## src/rtl/accel_pass_sequencer_if.sv

```systemverilog
// Host/core-facing bundle of the pass sequencer: job control, core status and
// control word, and the status readback registers.
interface accel_pass_sequencer_if #(
   parameter int unsigned REG_WIDTH = 32
);
   logic                 i_start;
   logic                 i_abort;
   logic [REG_WIDTH-1:0] i_num_pass;
   logic [REG_WIDTH-1:0] i_timeout;
   logic [REG_WIDTH-1:0] i_core_status;
   logic [REG_WIDTH-1:0] o_conf_ctrl;
   logic [REG_WIDTH-1:0] o_pass_idx;
   logic                 o_busy;
   logic                 o_done;
   logic                 o_err;
   logic [1:0]           o_err_code;
   logic [REG_WIDTH-1:0] o_cycle_cnt;

   modport master (
      output i_start, i_abort, i_num_pass, i_timeout, i_core_status,
      input  o_conf_ctrl, o_pass_idx, o_busy, o_done, o_err, o_err_code, o_cycle_cnt
   );

   modport slave (
      input  i_start, i_abort, i_num_pass, i_timeout, i_core_status,
      output o_conf_ctrl, o_pass_idx, o_busy, o_done, o_err, o_err_code, o_cycle_cnt
   );
endinterface

```

## src/rtl/accel_pass_sequencer.sv

```systemverilog
// Sequences the accelerator core through N soft-reset/run/gap passes per job,
// with timeout and abort handling; every output is a registered copy of next state.
module accel_pass_sequencer #(
   parameter int unsigned REG_WIDTH   = 32,
   parameter int unsigned SRST_CYCLES = 4,
   parameter int unsigned GAP_CYCLES  = 2
) (
   input  logic                  clk,
   input  logic                  rst,
   accel_pass_sequencer_if.slave bus
);

   localparam int unsigned GAP_LEN = (GAP_CYCLES == 0) ? 1 : GAP_CYCLES;
   localparam int unsigned PH_MAX  = (SRST_CYCLES > GAP_LEN) ? SRST_CYCLES : GAP_LEN;
   localparam int unsigned PH_W    = $clog2(PH_MAX) + 1;

   localparam logic [1:0] CTRL_RUN  = 2'b01;
   localparam logic [1:0] CTRL_SRST = 2'b10;
   localparam logic [1:0] ERR_TMO   = 2'd1;
   localparam logic [1:0] ERR_ABORT = 2'd2;

   typedef enum logic [2:0] {S_IDLE, S_SRST, S_RUN, S_GAP, S_DONE, S_ERR} state_t;

   state_t               r_state, w_state_nxt;
   logic [1:0]           r_ctrl, w_ctrl_nxt;
   logic [REG_WIDTH-1:0] r_pass_idx, w_pass_nxt;
   logic [REG_WIDTH-1:0] r_cycle_cnt, w_cnt_nxt;
   logic [1:0]           r_err_code, w_code_nxt;
   logic [REG_WIDTH-1:0] r_num_pass, w_num_nxt;
   logic [REG_WIDTH-1:0] r_timeout, w_tmo_nxt;
   logic [PH_W-1:0]      r_ph_cnt, w_ph_nxt;
   logic                 r_seen_eng, w_seen_eng_nxt;
   logic                 r_seen_psum, w_seen_psum_nxt;
   logic                 r_busy, r_done, r_err;

   logic w_busy_now, w_both_done, w_eval_ok, w_timeout_hit, w_unused;

   assign w_busy_now  = (r_state == S_SRST) || (r_state == S_RUN) || (r_state == S_GAP);
   assign w_both_done = (r_seen_eng | bus.i_core_status[1]) & (r_seen_psum | bus.i_core_status[0]);
   // First two RUN cycles may still carry the previous pass's status
   assign w_eval_ok   = (r_cycle_cnt >= REG_WIDTH'(2));
   assign w_timeout_hit = (r_timeout != '0) && (r_cycle_cnt == r_timeout - REG_WIDTH'(1)) &&
                          !(r_seen_eng && r_seen_psum);
   assign w_unused = ^bus.i_core_status[REG_WIDTH-1:2];

   always_comb begin
      w_state_nxt     = r_state;
      w_ctrl_nxt      = 2'b00;
      w_pass_nxt      = r_pass_idx;
      w_cnt_nxt       = r_cycle_cnt;
      w_code_nxt      = r_err_code;
      w_num_nxt       = r_num_pass;
      w_tmo_nxt       = r_timeout;
      w_ph_nxt        = r_ph_cnt;
      w_seen_eng_nxt  = r_seen_eng;
      w_seen_psum_nxt = r_seen_psum;
      unique case (r_state)
         S_IDLE, S_DONE, S_ERR: begin
            if (bus.i_start) begin
               w_num_nxt  = bus.i_num_pass;
               w_tmo_nxt  = bus.i_timeout;
               w_pass_nxt = '0;
               w_code_nxt = 2'd0;
               w_cnt_nxt  = '0;
               w_ph_nxt   = '0;
               if (bus.i_num_pass == '0) begin
                  w_state_nxt = S_DONE;
               end else begin
                  w_state_nxt = S_SRST;
                  w_ctrl_nxt  = CTRL_SRST;
               end
            end
         end
         S_SRST: begin
            if (r_ph_cnt == PH_W'(SRST_CYCLES - 1)) begin
               w_state_nxt     = S_RUN;
               w_ctrl_nxt      = CTRL_RUN;
               w_ph_nxt        = '0;
               w_cnt_nxt       = '0;
               w_seen_eng_nxt  = 1'b0;
               w_seen_psum_nxt = 1'b0;
            end else begin
               w_ph_nxt   = r_ph_cnt + PH_W'(1);
               w_ctrl_nxt = CTRL_SRST;
            end
         end
         S_RUN: begin
            if (w_timeout_hit) begin
               w_state_nxt = S_ERR;
               w_code_nxt  = ERR_TMO;
            end else begin
               w_cnt_nxt       = (r_cycle_cnt == '1) ? r_cycle_cnt : r_cycle_cnt + REG_WIDTH'(1);
               w_seen_eng_nxt  = r_seen_eng | bus.i_core_status[1];
               w_seen_psum_nxt = r_seen_psum | bus.i_core_status[0];
               if (w_eval_ok && w_both_done) begin
                  w_state_nxt = S_GAP;
                  w_ph_nxt    = '0;
               end else begin
                  w_ctrl_nxt = CTRL_RUN;
               end
            end
         end
         S_GAP: begin
            if (r_ph_cnt == PH_W'(GAP_LEN - 1)) begin
               if (r_pass_idx + REG_WIDTH'(1) == r_num_pass) begin
                  w_state_nxt = S_DONE;
               end else begin
                  w_pass_nxt  = r_pass_idx + REG_WIDTH'(1);
                  w_state_nxt = S_SRST;
                  w_ctrl_nxt  = CTRL_SRST;
                  w_ph_nxt    = '0;
               end
            end else begin
               w_ph_nxt = r_ph_cnt + PH_W'(1);
            end
         end
         default: w_state_nxt = S_IDLE;
      endcase
      // Abort overrides everything in a busy state; core gets one soft-reset cycle
      if (w_busy_now && bus.i_abort) begin
         w_state_nxt     = S_ERR;
         w_code_nxt      = ERR_ABORT;
         w_ctrl_nxt      = CTRL_SRST;
         w_pass_nxt      = r_pass_idx;
         w_cnt_nxt       = r_cycle_cnt;
         w_ph_nxt        = r_ph_cnt;
         w_seen_eng_nxt  = r_seen_eng;
         w_seen_psum_nxt = r_seen_psum;
      end
   end

   always_ff @(posedge clk or negedge rst) begin
      if (!rst) begin
         r_state     <= S_IDLE;
         r_ctrl      <= 2'b00;
         r_pass_idx  <= '0;
         r_cycle_cnt <= '0;
         r_err_code  <= 2'd0;
         r_num_pass  <= '0;
         r_timeout   <= '0;
         r_ph_cnt    <= '0;
         r_seen_eng  <= 1'b0;
         r_seen_psum <= 1'b0;
         r_busy      <= 1'b0;
         r_done      <= 1'b0;
         r_err       <= 1'b0;
      end else begin
         r_state     <= w_state_nxt;
         r_ctrl      <= w_ctrl_nxt;
         r_pass_idx  <= w_pass_nxt;
         r_cycle_cnt <= w_cnt_nxt;
         r_err_code  <= w_code_nxt;
         r_num_pass  <= w_num_nxt;
         r_timeout   <= w_tmo_nxt;
         r_ph_cnt    <= w_ph_nxt;
         r_seen_eng  <= w_seen_eng_nxt;
         r_seen_psum <= w_seen_psum_nxt;
         r_busy      <= (w_state_nxt == S_SRST) || (w_state_nxt == S_RUN) || (w_state_nxt == S_GAP);
         r_done      <= (w_state_nxt == S_DONE);
         r_err       <= (w_state_nxt == S_ERR);
      end
   end

   assign bus.o_conf_ctrl = REG_WIDTH'(r_ctrl);
   assign bus.o_pass_idx  = r_pass_idx;
   assign bus.o_busy      = r_busy;
   assign bus.o_done      = r_done;
   assign bus.o_err       = r_err;
   assign bus.o_err_code  = r_err_code;
   assign bus.o_cycle_cnt = r_cycle_cnt;

endmodule
```

## src/flat_wrapper.sv

```systemverilog
// flat-port wrapper written by rule: the top's interface ports become plain ports
module accel_pass_sequencer_flat 
#(
   parameter int unsigned REG_WIDTH   = 32,
   parameter int unsigned SRST_CYCLES = 4,
   parameter int unsigned GAP_CYCLES  = 2
)
  (clk, rst, bus_i_start, bus_i_abort, bus_i_num_pass, bus_i_timeout, bus_i_core_status, bus_o_conf_ctrl, bus_o_pass_idx, bus_o_busy, bus_o_done, bus_o_err, bus_o_err_code, bus_o_cycle_cnt);
  accel_pass_sequencer_if #(.REG_WIDTH(REG_WIDTH)) bus_i ();
  input  logic clk;
  input  logic rst;
  input wire logic [$bits(bus_i.i_start)-1:0] bus_i_start;
  input wire logic [$bits(bus_i.i_abort)-1:0] bus_i_abort;
  input wire logic [$bits(bus_i.i_num_pass)-1:0] bus_i_num_pass;
  input wire logic [$bits(bus_i.i_timeout)-1:0] bus_i_timeout;
  input wire logic [$bits(bus_i.i_core_status)-1:0] bus_i_core_status;
  output wire logic [$bits(bus_i.o_conf_ctrl)-1:0] bus_o_conf_ctrl;
  output wire logic [$bits(bus_i.o_pass_idx)-1:0] bus_o_pass_idx;
  output wire logic [$bits(bus_i.o_busy)-1:0] bus_o_busy;
  output wire logic [$bits(bus_i.o_done)-1:0] bus_o_done;
  output wire logic [$bits(bus_i.o_err)-1:0] bus_o_err;
  output wire logic [$bits(bus_i.o_err_code)-1:0] bus_o_err_code;
  output wire logic [$bits(bus_i.o_cycle_cnt)-1:0] bus_o_cycle_cnt;
  assign bus_i.i_start = bus_i_start;
  assign bus_i.i_abort = bus_i_abort;
  assign bus_i.i_num_pass = bus_i_num_pass;
  assign bus_i.i_timeout = bus_i_timeout;
  assign bus_i.i_core_status = bus_i_core_status;
  assign bus_o_conf_ctrl = bus_i.o_conf_ctrl;
  assign bus_o_pass_idx = bus_i.o_pass_idx;
  assign bus_o_busy = bus_i.o_busy;
  assign bus_o_done = bus_i.o_done;
  assign bus_o_err = bus_i.o_err;
  assign bus_o_err_code = bus_i.o_err_code;
  assign bus_o_cycle_cnt = bus_i.o_cycle_cnt;
  accel_pass_sequencer #(.REG_WIDTH(REG_WIDTH), .SRST_CYCLES(SRST_CYCLES), .GAP_CYCLES(GAP_CYCLES)) u_core (.clk(clk), .rst(rst), .bus(bus_i));
endmodule
```

## config.mk

```make
export PLATFORM = sky130hd
export DESIGN_NAME = accel_pass_sequencer_flat
export DESIGN_NICKNAME = d
export VERILOG_FILES = /design/src/rtl/accel_pass_sequencer_if.sv /design/src/rtl/accel_pass_sequencer.sv /design/src/flat_wrapper.sv
export SDC_FILE = /design/constraint.sdc
export NUM_CORES = 1
export LEC_CHECK = 0
export CAP_MARGIN = 10
export CORE_MARGIN = 3
export CORE_UTILIZATION = 49
export CTS_BUF_LIST = sky130_fd_sc_hd__clkbuf_8
export DETAILED_ROUTE_END_ITERATION = 8
export PLACE_DENSITY = 0.85
export RECOVER_POWER = 25
export SYNTH_ARGS = -nofsm -noshare
export SYNTH_HDL_FRONTEND = slang
export SYNTH_SLANG_ARGS = --single-unit
```

## constraint.sdc

```tcl
create_clock -name clk -period 3.1 [get_ports clk]
set_clock_uncertainty 0.15 [all_clocks]
set_input_delay 0.31 -clock clk [delete_from_list [all_inputs] [get_ports clk]]
set_output_delay 0.31 -clock clk [all_outputs]
set_load 0.005 [all_outputs]
```

==> key figures <==
Detailed routing
  • Vias/cell: 6.01
  • DRC: 0
  • 1st-pass router iterations: 5
  • DRT antenna net count: 0
  • Post-Route WL: 35500 um
  • Routed length per instance: 19.5 um
  • Initial DRC Count: 928
  • Via count: ~11000

Yosys
  • Synth Area in Simple Gates: 0.333
  • Post-synthesis cell count: 1214
  • Post-synth EDFFs: 0
  • Synth cell count leaders: 272 x nand2_1, 143 x dfrtp_1, 69 x nor2_1, 50 x nor3_1
  • Xor and xnor fraction of the mapped netlist area: 0.0711
  • Most frequent cell after synthesis: nand2_1
  • Asr flop ratio synth: 1.00
  • Post-synthesis mux area share: 0.0269
  • Mapped Area: about 0.0098 mm2
  • Most used flip-flop cell after synthesis: dfrtp_1
  • Area contributors post-synth: dfrtp_1 36%, nand2_1 10%, xnor2_1 4.3%
  • Syn. warnings: 0
  • Post-synth top area cell: dfrtp_1
  • Post-synthesis adder-cell area fraction: 0.0102
  • Syn_area_per_cell: 8.11 um2
  • Post-synthesis register bit count: between 100 and 150
  • Area share of the largest cell type after synthesis: 0.363
  • Distinct cell type count after synthesis: 79
  • Post-synthesis compound-gate area fraction: 0.131
  • Sequential share of the synthesized area: 0.363
  • Largest family of logic cells by synthesized area: simple AND/OR/NAND/NOR gates

Setup path
  • Critical path arrival: 3660 ps
  • Crit path required time: 3310 ps
  • Worst setup EP type: flip-flop
  • Crit path kind: flip-flop to flip-flop
  • Critical Path Fanout Max: 8
  • CP startpoint kind: flip-flop

Floorplan
  • Die ar.: 0.0218 mm2
  • Die Y: between 100 and 150 um
  • Core footprint: 0.0196 mm2
  • IO Count: 201
  • Die extent in x: around 150 um
  • Initial core utilization: 0.503
  • FP Rows: 51

Pwr
  • Peak VDD IR: between 300 and 400 uV
  • Leakage: 6.36 nW
  • PwrDens: 613 mW/mm2
  • Pwr Total: roughly 0.0089 W

Layout
  • Ratio of cells with drive above 1 in the final layout: 0.278
  • Syn-to-layout area delta: 47.0%
  • Fillers: 1448
  • Nets: 1651
  • Sequential cell area: 0.00359 mm2
  • Area of the multi-input gates: 0.00648 mm2

Clocking
  • CTS clk-pin slew, worst paths: 90 ps
  • Deepest clock path buffer count: 2
  • CTS tree: yes
  • CTS Sinks: 143
  • CTS root buf: clkbuf_8
  • Clk_lat worst skew: 460 ps
  • Num CTS Buffers: 17
  • H-Tree Depth: 4

Min path
  • Hold Crit Class: primary input to flip-flop

STA
  • Post-layout min period: 3440 ps
  • Slew HR: -0.0481
  • TNS Setup: -10260 ps
  • Max-slew violations: 107
  • RSZ-0062 raised after global routing: true
  • Max Freq: 290 MHz
  • Period utilisation layout: 1.11
  • Setup violators final: 67
  • Final WS setup: -344 ps
  • Fin. Hold Viols: 0
  • Worst-Margin Slew: 1570 ps

Global routing
  • Vias in the first global route: 10700
  • All-Layer GR Usage: 0.306
  • Initial antenna violation count: 1
  • First-pass GRT wire length: 53400 um
  • GRT Residual Overflow: 0
  • Pin count of the biggest net entering global routing: roughly 110

Place
  • Detailed placement HPWL: approximately 25000 um
  • Pre-CTS setup slack: -345 ps
  • Port-buffer cells: between 100 and 150
  • GPL Wtd Cong: 0.981

Job
  • Max-cap violations: 1

Status
  • Outcome: complete, but fails checks
  • Failing checks: capacitance limit, slew limit, setup timing
==> layout make-up <==
type                       count  share of cell area
multi-input combinational    974               0.447
inverter                      19             0.00493
clock inverter                11              0.0128
clock buffer                  21              0.0200
antenna                        2            0.000346
sequential                   143               0.248
tap                          265              0.0229
timing repair buffer         388               0.244
==> placed cells by master, fill, tap and decap left out, drive strengths merged, types with 6 or more instances in the layout <==
cell and instances:
nor3b 6, clkdlybuf4s50 139, and4 8, nand3b 7, a21o 9, and3 22, xnor2 48, nor4 49
or4 20, conb 30, o31a 6, nor3 51, a221o 7, mux2i 22, nand2 272, and2 8
o21ai 40, xor2 32, a21oi 29, a31oi 14, or3 17, nor2b 6, inv 20, nor2 71
ha 8, clkbuf 25, nand3 39, dfrtp 143, o21a 9, nand2b 15, o31ai 20, buf 244
nand4 37, a21boi 7
==> registers in the layout (all words and copies together), names as in the netlist <==
signal and count:
u_core.bus.o_err_code 2, u_core.r_timeout 32, u_core.r_ctrl 2, u_core.bus.o_busy 1, u_core.r_seen_psum 1, u_core.bus.o_pass_idx 32
u_core.r_ph_cnt 3, u_core.bus.o_cycle_cnt 32, u_core.bus.o_err 1, u_core.r_seen_eng 1, u_core.r_state 3, u_core.r_num_pass 32
u_core.bus.o_done 1
==> worst paths after layout <==
check | start | endpoint | slack [ps] | cells after the start
max | u_core.r_timeout[7]$_DFFE_PN0P_ | u_core.bus.o_cycle_cnt[11]$_DFFE_PN0P_ | -340 | 12
min | bus_i_timeout[20] | u_core.r_timeout[20]$_DFFE_PN0P_ | 230 | 3
max reg2reg | u_core.r_timeout[7]$_DFFE_PN0P_ | u_core.bus.o_cycle_cnt[11]$_DFFE_PN0P_ | -340 | 12
min reg2reg | u_core.r_num_pass[20]$_DFFE_PN0P_ | u_core.r_num_pass[20]$_DFFE_PN0P_ | 350 | 2
max in group asynchronous | rst | u_core.bus.o_pass_idx[12]$_DFFE_PN0P_ | 1040 | 2
min in group asynchronous | rst | u_core.bus.o_pass_idx[24]$_DFFE_PN0P_ | 590 | 2
==> per-layer routing <==
metal	part of all wire	vias to the layer above	global-route usage
li1	-	4927	-
met1	0.37	5287	0.363
met2	0.50	594	0.532
met3	0.078	152	0.0613
met4	0.055	0	0.145
met5	0	-	0
==> where the power goes <==
group	leakage [nW]	internal [W]	switching, W	total (W)
registers	1.86	0.00234	0.000489	0.00283
logic	4.25	0.00193	0.00232	0.00425
clock network	0.243	0.00104	0.000751	0.00179
==> worst max-delay path, cell delays in order (launching register included) <==
cell	delay, ps
dfrtp_2	450
nor4_4	260
buf_4	190
nand4_1	150
buf_4	200
or3_1	350
a22oi_2	190
and4bb_2	250
nand3b_1	160
buf_4	180
or3_4	410
nand3_2	120
mux2i_1	270
==> through the flow <==
step	utilization	hold WS [ps]	std cells	instance area [um2]
after floorplan	-	-136	1243	10100
after global placement	0.657	328	1751	12900
after detailed placement	0.657	337	1751	12900
after CTS	0.709	211	1807	13900
after global routing	0.739	224	1821	14500
final	0.739	226	1823	14500
==> timing repair <==
item                       in CTS  in global routing
pin swaps                      53                 47
setup endpoints to repair      77                 79
gates resized for setup        85                104
gates cloned                    3                  2
hold buffers                    1                  0
setup buffers                  20                 19
hold endpoints to repair      106                  0
==> kinds of logic after synthesis <==
group	after synthesis
multiplexers	26
flip-flops	143
adder cells (fa/ha/maj)	8
XOR/XNOR	80
buffers and inverters	126
other	1
AND/OR/NAND/NOR	645
AO/OA/AOI/OAI	185
(Power assumes the default switching activity.)
